<file path="config.mk">
export PLATFORM = sky130hd
export DESIGN_NAME = adc_spi_sched
export DESIGN_NICKNAME = d
export VERILOG_FILES = /design/src/rtl/adc_cfg_pkg.sv /design/src/rtl/adc_spi_req_slot.sv /design/src/rtl/adc_spi_sched.sv
export SDC_FILE = /design/constraint.sdc
export NUM_CORES = 1
export LEC_CHECK = 0
export CAP_MARGIN = 40
export CORE_ASPECT_RATIO = 0.8
export CORE_MARGIN = 5
export CORE_UTILIZATION = 53
export CTS_BUF_LIST = sky130_fd_sc_hd__clkbuf_4
export DETAILED_ROUTE_END_ITERATION = 6
export PLACE_DENSITY = 0.79
export SETUP_SLACK_MARGIN = 0.02
export SYNTH_ARGS = -nofsm -noshare
export SYNTH_HDL_FRONTEND = slang
export SYNTH_SLANG_ARGS = --single-unit
</file>
<file path="constraint.sdc">
create_clock -name cfg_spi_clk -period 2.7 [get_ports cfg_spi_clk]
set_clock_uncertainty 0.1 [all_clocks]
set_input_delay 0.27 -clock cfg_spi_clk [delete_from_list [all_inputs] [get_ports cfg_spi_clk]]
set_output_delay 0.27 -clock cfg_spi_clk [all_outputs]
set_load 0.01 [all_outputs]
</file>
<file path="src/rtl/adc_cfg_pkg.sv">
// Shared definitions for the ADC SPI configuration scheduler:
// FSM/grant encodings, power-up word table and readback tags.
package adc_cfg_pkg;

  typedef enum logic [2:0] {
    ST_IDLE   = 3'd0,
    ST_ARB    = 3'd1,
    ST_LAUNCH = 3'd2,
    ST_WAIT   = 3'd3,
    ST_NEXT   = 3'd4
  } state_e;

  typedef enum logic [1:0] {
    GR_INIT = 2'd0,
    GR_WR   = 2'd1,
    GR_RD   = 2'd2
  } grant_e;

  localparam logic [15:0] RD_TAG_ADC0 = 16'h0adc;
  localparam logic [15:0] RD_TAG_ADC1 = 16'h1adc;

  // Power-up register words {addr8, data8}, issued in order to each ADC
  function automatic logic [15:0] init_word(input logic [7:0] idx);
    case (idx)
      8'd0:    return 16'h0080;
      8'd1:    return 16'h0100;
      8'd2:    return 16'h0200;
      8'd3:    return 16'h0300;
      8'd4:    return 16'h0481;
      default: return 16'h0000;
    endcase
  endfunction

  function automatic logic [15:0] rd_tag(input logic chan);
    return chan ? RD_TAG_ADC1 : RD_TAG_ADC0;
  endfunction

endpackage

</file>
<file path="src/rtl/adc_spi_req_slot.sv">
// One-deep request holding register. A load while occupied is dropped
// unless the slot is being cleared in the same cycle, in which case the
// new request replaces the retiring one.
module adc_spi_req_slot #(
  parameter int unsigned W = 16
) (
  input  logic         clk_i,
  input  logic         rst_i,
  input  logic         load_i,
  input  logic         clr_i,
  input  logic [W-1:0] data_i,
  output logic         full_o,
  output logic [W-1:0] data_o,
  output logic         drop_o
);

  logic         full_q;
  logic [W-1:0] data_q;

  assign drop_o = load_i && full_q && !clr_i;
  assign full_o = full_q;
  assign data_o = data_q;

  // Slot occupancy and payload, updated on the falling edge
  always_ff @(negedge clk_i or posedge rst_i) begin
    if (rst_i) begin
      full_q <= 1'b0;
      data_q <= '0;
    end else if (load_i && (!full_q || clr_i)) begin
      full_q <= 1'b1;
      data_q <= data_i;
    end else if (clr_i) begin
      full_q <= 1'b0;
    end
  end

endmodule

</file>
<file path="src/rtl/adc_spi_sched.sv">
// Scheduler feeding a shared SPI engine for two ADCs: power-up init,
// host writes and register readback bursts, with fixed-priority
// non-preemptive arbitration and a per-word completion timeout.
module adc_spi_sched
  import adc_cfg_pkg::*;
#(
  parameter int unsigned INIT_WORDS = 5,
  parameter int unsigned RD_WORDS   = 5,
  parameter int unsigned TMO_CYC    = 200
) (
  input  logic        cfg_spi_clk,
  input  logic        cfg_rst_in,
  input  logic        wr_req,
  input  logic        wr_chan,
  input  logic [15:0] wr_word,
  input  logic        rd_req,
  input  logic        rd_chan,
  input  logic        init_req,
  output logic        eng_start,
  output logic        eng_chan,
  output logic [15:0] eng_word,
  input  logic        eng_done,
  input  logic [7:0]  eng_rdata,
  output logic        rd_valid,
  output logic [31:0] rd_data,
  output logic        wr_full,
  output logic        init_done,
  output logic        busy,
  output logic [2:0]  err_flags
);

  state_e      state_q;
  grant_e      grant_q, arb_grant, sel_grant;
  logic        chan_q, arb_chan;
  logic [7:0]  idx_q, tmo_q, sel_idx, nwords;
  logic [1:0]  init_pend_q, init_pend_d;
  logic        init_done_q;
  logic [2:0]  err_q;
  logic        eng_start_q, eng_chan_q, rd_valid_q;
  logic [15:0] eng_word_q, sel_word;
  logic [31:0] rd_data_q;

  logic        wr_full_w, rd_full_w, wr_drop, rd_drop, rd_hold_chan;
  logic [16:0] wr_hold;
  logic        last_word, tmo_hit, burst_end, any_pend;
  logic        wr_clr, rd_clr, init_clr, in_init, init_kick;

  adc_spi_req_slot #(.W(17)) u_wr_slot (
    .clk_i  (cfg_spi_clk),
    .rst_i  (cfg_rst_in),
    .load_i (wr_req),
    .clr_i  (wr_clr),
    .data_i ({wr_chan, wr_word}),
    .full_o (wr_full_w),
    .data_o (wr_hold),
    .drop_o (wr_drop)
  );

  // The readback slot stays occupied for the whole burst, so its drop
  // flag covers both "already pending" and "burst in progress".
  adc_spi_req_slot #(.W(1)) u_rd_slot (
    .clk_i  (cfg_spi_clk),
    .rst_i  (cfg_rst_in),
    .load_i (rd_req),
    .clr_i  (rd_clr),
    .data_i (rd_chan),
    .full_o (rd_full_w),
    .data_o (rd_hold_chan),
    .drop_o (rd_drop)
  );

  // Arbitration, next frame selection and burst completion decode
  always_comb begin
    arb_grant = GR_RD;
    arb_chan  = rd_hold_chan;
    if (|init_pend_q) begin
      arb_grant = GR_INIT;
      arb_chan  = ~init_pend_q[0];
    end else if (wr_full_w) begin
      arb_grant = GR_WR;
      arb_chan  = wr_hold[16];
    end

    sel_grant = (state_q == ST_ARB) ? arb_grant : grant_q;
    sel_idx   = (state_q == ST_ARB) ? 8'd0 : idx_q + 8'd1;
    case (sel_grant)
      GR_INIT: sel_word = init_word(sel_idx);
      GR_WR:   sel_word = wr_hold[15:0];
      default: sel_word = {1'b1, sel_idx[6:0], 8'h00};
    endcase

    case (grant_q)
      GR_INIT: nwords = 8'(INIT_WORDS);
      GR_WR:   nwords = 8'd1;
      default: nwords = 8'(RD_WORDS);
    endcase

    last_word = (idx_q == nwords - 8'd1);
    tmo_hit   = (state_q == ST_WAIT) && !eng_done && (tmo_q == 8'(TMO_CYC - 1));
    burst_end = ((state_q == ST_NEXT) && last_word) || tmo_hit;
    wr_clr    = burst_end && (grant_q == GR_WR);
    rd_clr    = burst_end && (grant_q == GR_RD);
    init_clr  = burst_end && (grant_q == GR_INIT);
    any_pend  = (|init_pend_q) || wr_full_w || rd_full_w;

    in_init   = (grant_q == GR_INIT) && (state_q inside {ST_LAUNCH, ST_WAIT, ST_NEXT});
    init_kick = init_req && !in_init;

    init_pend_d = init_pend_q;
    if (init_clr)  init_pend_d[chan_q] = 1'b0;
    if (init_kick) init_pend_d = 2'b11;
  end

  // Main sequencer with registered engine and readback outputs.
  // LAUNCH raises eng_start on its exit edge so a new frame starts no
  // sooner than three cycles after the previous eng_done.
  always_ff @(negedge cfg_spi_clk or posedge cfg_rst_in) begin
    if (cfg_rst_in) begin
      state_q     <= ST_IDLE;
      grant_q     <= GR_INIT;
      chan_q      <= 1'b0;
      idx_q       <= '0;
      tmo_q       <= '0;
      init_pend_q <= 2'b11;
      init_done_q <= 1'b0;
      err_q       <= '0;
      eng_start_q <= 1'b0;
      eng_chan_q  <= 1'b0;
      eng_word_q  <= '0;
      rd_valid_q  <= 1'b0;
      rd_data_q   <= '0;
    end else begin
      eng_start_q <= 1'b0;
      rd_valid_q  <= 1'b0;
      err_q       <= err_q | {tmo_hit, rd_drop, wr_drop};
      init_pend_q <= init_pend_d;
      if (init_kick) begin
        init_done_q <= 1'b0;
      end else if (init_clr && (init_pend_d == 2'b00)) begin
        init_done_q <= 1'b1;
      end

      case (state_q)
        ST_IDLE: begin
          if (any_pend) state_q <= ST_ARB;
        end
        ST_ARB: begin
          grant_q    <= arb_grant;
          chan_q     <= arb_chan;
          idx_q      <= '0;
          eng_chan_q <= arb_chan;
          eng_word_q <= sel_word;
          state_q    <= ST_LAUNCH;
        end
        ST_LAUNCH: begin
          eng_start_q <= 1'b1;
          tmo_q       <= '0;
          state_q     <= ST_WAIT;
        end
        ST_WAIT: begin
          if (eng_done) begin
            if (grant_q == GR_RD) begin
              rd_valid_q <= 1'b1;
              rd_data_q  <= {rd_tag(chan_q), idx_q, eng_rdata};
            end
            state_q <= ST_NEXT;
          end else if (tmo_hit) begin
            state_q <= ST_IDLE;
          end else begin
            tmo_q <= tmo_q + 8'd1;
          end
        end
        ST_NEXT: begin
          if (last_word) begin
            state_q <= ST_IDLE;
          end else begin
            idx_q      <= idx_q + 8'd1;
            eng_word_q <= sel_word;
            state_q    <= ST_LAUNCH;
          end
        end
        default: state_q <= ST_IDLE;
      endcase
    end
  end

  assign eng_start = eng_start_q;
  assign eng_chan  = eng_chan_q;
  assign eng_word  = eng_word_q;
  assign rd_valid  = rd_valid_q;
  assign rd_data   = rd_data_q;
  assign wr_full   = wr_full_w;
  assign init_done = init_done_q;
  assign busy      = (state_q != ST_IDLE);
  assign err_flags = err_q;

endmodule

</file>
After elaboration in Yosys (flattened, before gate mapping)
Index checks and enable logic that the tools add are counted.
{"block": "word_totals", "wordCells": 123, "inputBits": 32, "reg_bits": 98, "output_inout_bits": 57}
{"block": "classes", "n_reduce_logical": 44, "magnitude_cmp": 2, "add_sub_neg": 3, "n_eq_ne": 18, "mux": 36, "bitwise_logic": 4}
{"op": "case mux 16 bit (2 select lines)", "n": 2}
{"op": "case mux 11 bit (5 select lines)", "n": 1}
{"op": "two-way mux 8 bit", "n": 4}
{"op": "case mux 8 bit (2 select lines)", "n": 2}
{"op": "adder 8 x 1 -> 8 bit (second input constant)", "n": 2}
{"op": "== test 8 x 2 -> 1 bit (second input constant)", "n": 2}
{"op": "logical AND 1 bit", "n": 16}
{"op": "two-way mux 16 bit", "n": 1}
{"op": "case mux 3 bit (5 select lines)", "n": 1}
{"op": "two-way mux 1 bit", "n": 13}
{"op": "two-way mux 13 bit", "n": 1}
{"op": "two-way mux 2 bit", "n": 6}
{"op": "two-way mux 3 bit", "n": 4}
{"op": "nonzero test 2 bit", "n": 5}
{"op": "== test 8 x 1 -> 1 bit (second input constant)", "n": 1}
{"op": "== test 8 x 3 -> 1 bit (second input constant)", "n": 1}
{"op": "== test 8 bit", "n": 1}
{"op": "== test 8 bit (second input constant)", "n": 1}
{"op": "zero test 8 bit", "n": 1}
{"op": "!= test 2 bit (second input constant)", "n": 4}
{"op": "subtractor 8 x 1 -> 8 bit (second input constant)", "n": 1}
{"op": "== test 3 x 2 -> 1 bit (second input constant)", "n": 2}
{"op": "zero test 1 bit", "n": 6}
{"op": "zero test 2 bit", "n": 3}
{"op": "18 further kinds", "n": 26}

Depth between registers and ports, before layout
Gate-level depths: netlist of the first run.
{"block": "logic_depth", "word_depth": 13, "depth_mapped": 8, "ltp_nobuf": 6}

Hierarchy
Synthesis of the first run repeated with hierarchy kept, for this count alone.
{"block": "hier_totals", "cells_unflattened": 345, "hier_area_um2": 4032.6}
{"module": "adc_spi_sched", "cells_each": 294, "instances": 1, "area_per_inst_um2": 3193.1, "seq_area_each_um2": 1604.0}
{"module": "adc_spi_req_slot at u_wr_slot", "cells_each": 42, "instances": 1, "area_per_inst_um2": 739.5, "seq_area_each_um2": 450.4}
{"module": "adc_spi_req_slot at u_rd_slot", "cells_each": 9, "instances": 1, "area_per_inst_um2": 100.1, "seq_area_each_um2": 50.0}

==> results of run 1 <==
==> layer usage <==
layer,vias up,wire length [um]
met2,117,4650
met1,1587,4570
met3,11,708
met5,-,0
li1,1516,-
met4,0,119
==> cell type report <==
class / instances / area (um^2) / share of cell area
Timing Repair Buffer: 133 / 1100 / 0.205
Tap cell: 105 / 131 / 0.0244
Multi-Input combinational cell: 247 / 1860 / 0.345
Sequential cell: 84 / 2100 / 0.391
Inverter: 6 / 26.3 / 0.00489
Clock buffer: 10 / 75.1 / 0.0140
Clock inverter: 7 / 85.1 / 0.0158
==> cells by family after synthesis <==
logic type,count (synthesis)
multiplexers,45
flip-flops,84
adder cells (fa/ha/maj),3
other,1
AO/OA/AOI/OAI,62
buffers and inverters,39
XOR/XNOR,12
AND/OR/NAND/NOR,117
==> path summary, 6_finish.rpt <==
path,slack [ns],cells past startpoint,to
setup / recovery,-0.30,2,busy
hold / removal,0.32,1,err_flags[1]
setup reg to reg,0.43,6,eng_word[10]
hold reg to reg,0.32,1,err_flags[1]
max in group asynchronous,0.68,4,eng_word[15]
min in group asynchronous,1.41,3,eng_chan
==> layout by cell type (no fill, tap or decap), types with 7 or more instances in the layout <==
cell type / n
dfrtn_1: 82
buf_4: 44
nand2_1: 38
buf_2: 38
clkdlybuf4s50_1: 30
mux2_2: 20
mux2_4: 20
o21ai_0: 19
nand3_1: 19
nor2_1: 17
buf_6: 17
clkbuf_4: 10
nor3_1: 8
xor2_1: 8
conb_1: 8
nand4_1: 7
inv_1: 7
==> synth_stat cells (all sizes together) <==
cell type and number:
and2 2, o21a 1, dfrtn 82, ha 3
nor2b 4, or3 1, xnor2 4, o2bb2ai 1
a2111oi 1, mux2 40, o211ai 3, a21oi 2
o211a 1, dfstp 2, and4 1, clkbuf 2
o31ai 2, conb 1, a31oi 5, a21boi 2
o21ai 22, a211oi 6, a22o 3, nand2b 2
buf 30, nand4 7, o22a 2, xor2 8
o21bai 2, nor2 17, nand3 20, nand2 39
a32oi 2, a31o 2, nor3 10, and3 4
inv 7, a221oi 3, and4bb 1, a2bb2oi 2
or3b 2, and4b 1, or2 1, nor3b 5
mux2i 5
==> report_power, final <==
part / total [mW] / internal (mW) / switching (mW)
Sequential: 1.52 / 1.41 / 0.109
Combinational: 1.11 / 0.513 / 0.592
Clock: 0.808 / 0.382 / 0.426
Total: 3.44 / 2.31 / 1.13
==> registers in the layout, summed over array words and instances (netlist names) <==
signal	count
rd_valid	1
idx_q	8
eng_chan	1
init_done	1
u_rd_slot.full_o	1
tmo_q	8
rd_data	18
eng_word	16
eng_start	1
init_pend_q	2
u_wr_slot.data_o	17
u_rd_slot.data_o	1
u_wr_slot.full_o	1
grant_q	2
err_flags	3
state_q	3
==> through the flow <==
step            util  TNS [ns]  cell area [um^2]  instances  worst slack, ns
2_1_floorplan      -     -5.21              4210        370           -0.328
4_1_cts        0.708     -1.44              5310        585           -0.314
6_report       0.717     -1.55              5380        592           -0.295
3_5_place_dp   0.683    -33.71              5120        546           -0.797
5_1_grt        0.717     -3.08              5380        592           -0.341
3_3_place_gp   0.683    -32.51              5120        546           -0.778
==> worst register-to-register path: stages (launching register included) <==
cell,delay (ns)
dfrtn_1,0.59
ha_1,0.30
and3_1,0.28
o211ai_1,0.18
a2111oi_0,0.47
nand3_1,0.19
a31oi_1,0.20
==> what timing repair did <==
item / CTS / global route
hold buffers: 0 / 0
setup endpoints to repair: 99 / 66
gates cloned: 2 / 0
gates resized for setup: 217 / 6
setup buffers: 21 / 8
pin swaps: 3 / 0
==> flow_metrics.py, run 1 <==
metrics = {
    "global_routing": {
        "grt.overflow.total": 0,
        "groute.usage.overall": 0.218,
        "busiest_layer": "met2",
        "grt_start_max_net_pins": 40,
        "antenna_found_initial": 0,
        "grt_pass1_vias": 3333,
        "use_met2": 0.344,
        "met1_usage": 0.281,
        "gr-usage-met3": 0.0766,
        "grt_pass1_wl_mm": 16.1,
    },
    "pwr": {
        "power.total_mw": 3.44,
        "cellPowerDensity_mw_per_mm2": 639,
        "peakVddDrop_uv": 399,
        "power.leakage_nw": 2.59,
    },
    "worst_setup_path": {
        "endpoint_kind": "primary output",
        "max_stage_delay_ns": 0.38,
        "crit_arrival_ns": 2.63,
        "r2r_start": "idx_q[0]",
        "path_cells": "or3_1, buf_2",
        "worstPathBufferInverterCount": 1,
        "required_ns": 2.33,
        "cp_max_fo": 2,
        "path_class": "reg -> out",
        "startpoint_type": "flop",
        "critical_path.top_delay_family": "simple AND/OR/NAND/NOR gates",
        "cpMaxStageDelayCell": "or3_1",
        "crit_start": "state_q[0]",
    },
    "die": {
        "die_y_um": 88.8,
        "die-area_mm2": 0.00964,
        "die_w_um": 109,
        "pin_count": 89,
        "rows": 28,
        "core_area_mm2": 0.00750,
        "initial_utilization": 0.549,
    },
    "sta": {
        "final.setup.worst_slack_ns": -0.295,
        "worst_pin_slew_ns": 0.668,
        "report.final.slew_viol_count": 0,
        "finalSetupViolCount": 27,
        "hold_slack_ns": 0.320,
        "max-slew-margin-rel": 0.555,
        "hold_viol": 0,
        "rsz0062_at_grt": "yes",
    },
    "route": {
        "vias": 3231,
        "drt_first_pass_iters": 4,
        "via_per_inst": 5.46,
        "first_iter_violations": 181,
        "wl_per_cell_um": 17.0,
        "drtAntennaViolNets": 0,
        "drc": 0,
        "wl_mm": 10.0,
    },
    "synth": {
        "ys_seq_area_frac": 0.511,
        "synthMuxAreaShare": 0.131,
        "synthCells": 363,
        "synth_area_mm2": 0.00412,
        "synth_top_area_frac": 0.498,
        "synth_fa_ha_area_frac": 0.00912,
        "ys_ff_latch": 84,
        "synth_compound_area_frac": 0.107,
        "ys_top_cells_by_area": "dfrtn_1, mux2_2, buf_4",
        "synth_top_family_by_area": "simple AND/OR/NAND/NOR gates",
        "avgSynthCellArea_um2": 11.3,
        "yosys.area_share.simple": 0.154,
        "synthXorXnorAreaFrac": 0.0273,
        "ys_types": 61,
        "yosysWarnings": 0,
        "yosys.area.top_type": "dfrtn_1",
    },
    "final_layout": {
        "layout-drive-gt1-share": 0.374,
        "fillCellCount": 583,
        "nets": 518,
        "area_growth_syn_to_layout_pct": 30.6,
        "antenna-diode-count": 0,
    },
    "cts": {
        "clk_pin_slew_ns": 0.09,
        "numCtsBuffers": 9,
        "h-tree-depth": 3,
        "cts-root-buf": "clkbuf_4",
        "clockBufferDepth": 2,
        "clock_sinks": 84,
        "cts_tree": "built",
        "insertion_delay_ns": 0.46,
    },
    "placement": {
        "numPortBuffers": 80,
        "gp_congestion": 0.844,
        "dp_hpwl_mm": 6.76,
    },
    "min_path": {
        "holdCritStartpoint": "err_flags[1]",
        "hp-class": "reg -> reg",
    },
    "outcome": {
        "failed_checks": "setup timing",
        "status": "complete, but fails checks",
    },
    "flow_run": {
        "cap_violations": 0,
    },
}
Power figures use the tool's default switching activity.
==> run 2, diff against run 1 <==
--- a/config.mk
+++ b/config.mk
@@ -7,10 +7,11 @@
 export LEC_CHECK = 0
 export CAP_MARGIN = 40
 export CORE_ASPECT_RATIO = 0.8
-export CORE_MARGIN = 5
+export CORE_MARGIN = 2
 export CORE_UTILIZATION = 53
 export CTS_BUF_LIST = sky130_fd_sc_hd__clkbuf_4
 export DETAILED_ROUTE_END_ITERATION = 6
+export MAX_ROUTING_LAYER = met4
 export PLACE_DENSITY = 0.79
 export SETUP_SLACK_MARGIN = 0.02
 export SYNTH_ARGS = -nofsm -noshare
==> run 2 against run 1 <==
  * The run still ends with setup timing left
  * Global-route usage is 3.4 points higher
  * Wire length shrank 0.75%
  * Sequential power is essentially flat
  * Combinational power barely moved
  * Critical path depth unchanged
==> flow_metrics.py, run 2 (same netlist as run 1, synthesis figures left out) <==
metrics = {
    "outcome": {
        "status": "complete, but fails checks",
        "failed_checks": "setup timing",
    },
    "route": {
        "wl_mm": 9.97,
        "first_iter_violations": 256,
        "wl_per_cell_um": 16.9,
        "drt_first_pass_iters": 4,
        "drtAntennaViolNets": 0,
        "via_per_inst": 5.50,
        "vias": 3241,
        "drc": 0,
    },
    "placement": {
        "numPortBuffers": 80,
        "gp_congestion": 0.878,
        "dp_hpwl_mm": 6.99,
        "place_ws_ns": -0.806,
        "placed_cell_area_mm2": 0.00514,
    },
    "cts": {
        "insertion_delay_ns": 0.45,
        "h-tree-depth": 3,
        "clockBufferDepth": 2,
        "clk_pin_slew_ns": 0.08,
        "clock_sinks": 84,
        "cts-root-buf": "clkbuf_4",
        "cts_tree": "built",
        "numCtsBuffers": 9,
    },
    "pwr": {
        "power.total_mw": 3.32,
        "p_seq_frac": 0.461,
        "power.leakage_nw": 2.54,
        "combPwrFrac": 0.327,
        "cell_internal_pwr_mw": 2.20,
        "cellPowerDensity_mw_per_mm2": 622,
        "swShare": 0.335,
        "power.share.clock": 0.212,
        "peakVddDrop_uv": 348,
        "p_switching_mw": 1.11,
    },
    "sta": {
        "worst_pin_slew_ns": 0.690,
        "final.setup.worst_slack_ns": -0.280,
        "report.final.slew_viol_count": 0,
        "finalSetupViolCount": 11,
        "hold_viol": 0,
        "max-slew-margin-rel": 0.540,
        "rsz0062_at_grt": "yes",
        "hold_slack_ns": 0.315,
    },
    "global_routing": {
        "use_met2": 0.367,
        "grt.overflow.total": 0,
        "grt_pass1_vias": 3218,
        "met1_usage": 0.355,
        "busiest_layer": "met2",
        "groute.usage.overall": 0.252,
        "gr-usage-met3": 0.0572,
        "antenna_found_initial": 0,
        "grt_start_max_net_pins": 32,
        "grt_pass1_wl_mm": 16.2,
    },
    "die": {
        "pin_count": 89,
        "die_y_um": 82.8,
        "initial_utilization": 0.552,
        "core_area_mm2": 0.00746,
        "die-area_mm2": 0.00849,
        "rows": 28,
        "die_w_um": 103,
    },
    "worst_setup_path": {
        "r2r_start": "state_q[0]",
        "crit_start": "state_q[0]",
        "startpoint_type": "flop",
        "crit_arrival_ns": 2.61,
        "required_ns": 2.33,
        "cp_max_fo": 2,
        "path_class": "reg -> out",
        "endpoint_kind": "primary output",
    },
    "final_layout": {
        "stdcell_area_mm2": 0.00533,
        "antenna-diode-count": 0,
        "largest_register_ffs": 18,
        "mostFrequentLayoutCells": "dfrtn_1, buf_2, buf_4",
        "layout-drive-gt1-share": 0.370,
        "area_growth_syn_to_layout_pct": 29.4,
        "nets": 515,
        "layout_commonest_cell": "dfrtn_1",
    },
    "min_path": {
        "hp-class": "reg -> reg",
        "holdCritStartpoint": "err_flags[2]",
    },
    "flow_run": {
        "cap_violations": 0,
    },
}
## run 2: final cells by class
cell class / count / area (um^2)
clock inverters: 7 / 61.3
inverters: 6 / 26.3
flip-flops and latches: 84 / 2100
repair buffers: 130 / 1070
multi-input cells: 247 / 1870
clock buffers: 10 / 75.1
well taps: 105 / 131
fillers: 545 / 2130
## run 2: routing by layer
| metal | part of all wire | vias to the layer above | wire length, um |
|---|---|---|---|
| met5 | 0 | - | 0 |
| met1 | 0.45 | 1589 | 4460 |
| met3 | 0.069 | 22 | 685 |
| li1 | - | 1504 | - |
| met2 | 0.47 | 126 | 4700 |
| met4 | 0.013 | 0 | 134 |
## run 2: worst max-delay path, cell delays in order, from the launching register on
cell,delay [ns]
dfrtn_1,0.35
or3_1,0.37
buf_2,0.15
## run 2: path summary, 6_finish.rpt
path	to	slack [ns]	cells after the start
worst max register to register	eng_word[15]	0.44	6
max in group asynchronous	u_wr_slot.data_o[6]	0.71	4
worst min-delay path	err_flags[2]	0.31	1
min in group asynchronous	rd_valid	1.40	3
worst max-delay path	busy	-0.28	2
worst min register to register	err_flags[2]	0.31	1
## run 2: metrics by stage
step                instances  TNS, ns   util
detailed placement        548   -34.75  0.689
global placement          548   -32.94  0.689
floorplan                 370    -5.21      -
global route              589    -2.39  0.714
finish                    589    -1.32  0.714
CTS                       587    -1.58  0.711
## run 2: power groups by stage
| stage | clock (mW) | combinational (mW) | sequential (mW) |
|---|---|---|---|
| floorplan | 0.00696 | 0.657 | 1.53 |
| global placement | 0.00696 | 1.05 | 1.54 |
| detailed placement | 0.00696 | 1.09 | 1.54 |
| CTS | 0.723 | 1.06 | 1.52 |
| global route | 0.786 | 1.19 | 1.54 |
| finish | 0.704 | 1.08 | 1.53 |
## run 2: timing repair
action,in CTS,in global routing
setup endpoints to repair,99,68
hold buffers,0,0
resized for setup,217,11
gates cloned,2,0
pin swaps,3,7
buffers inserted,21,5
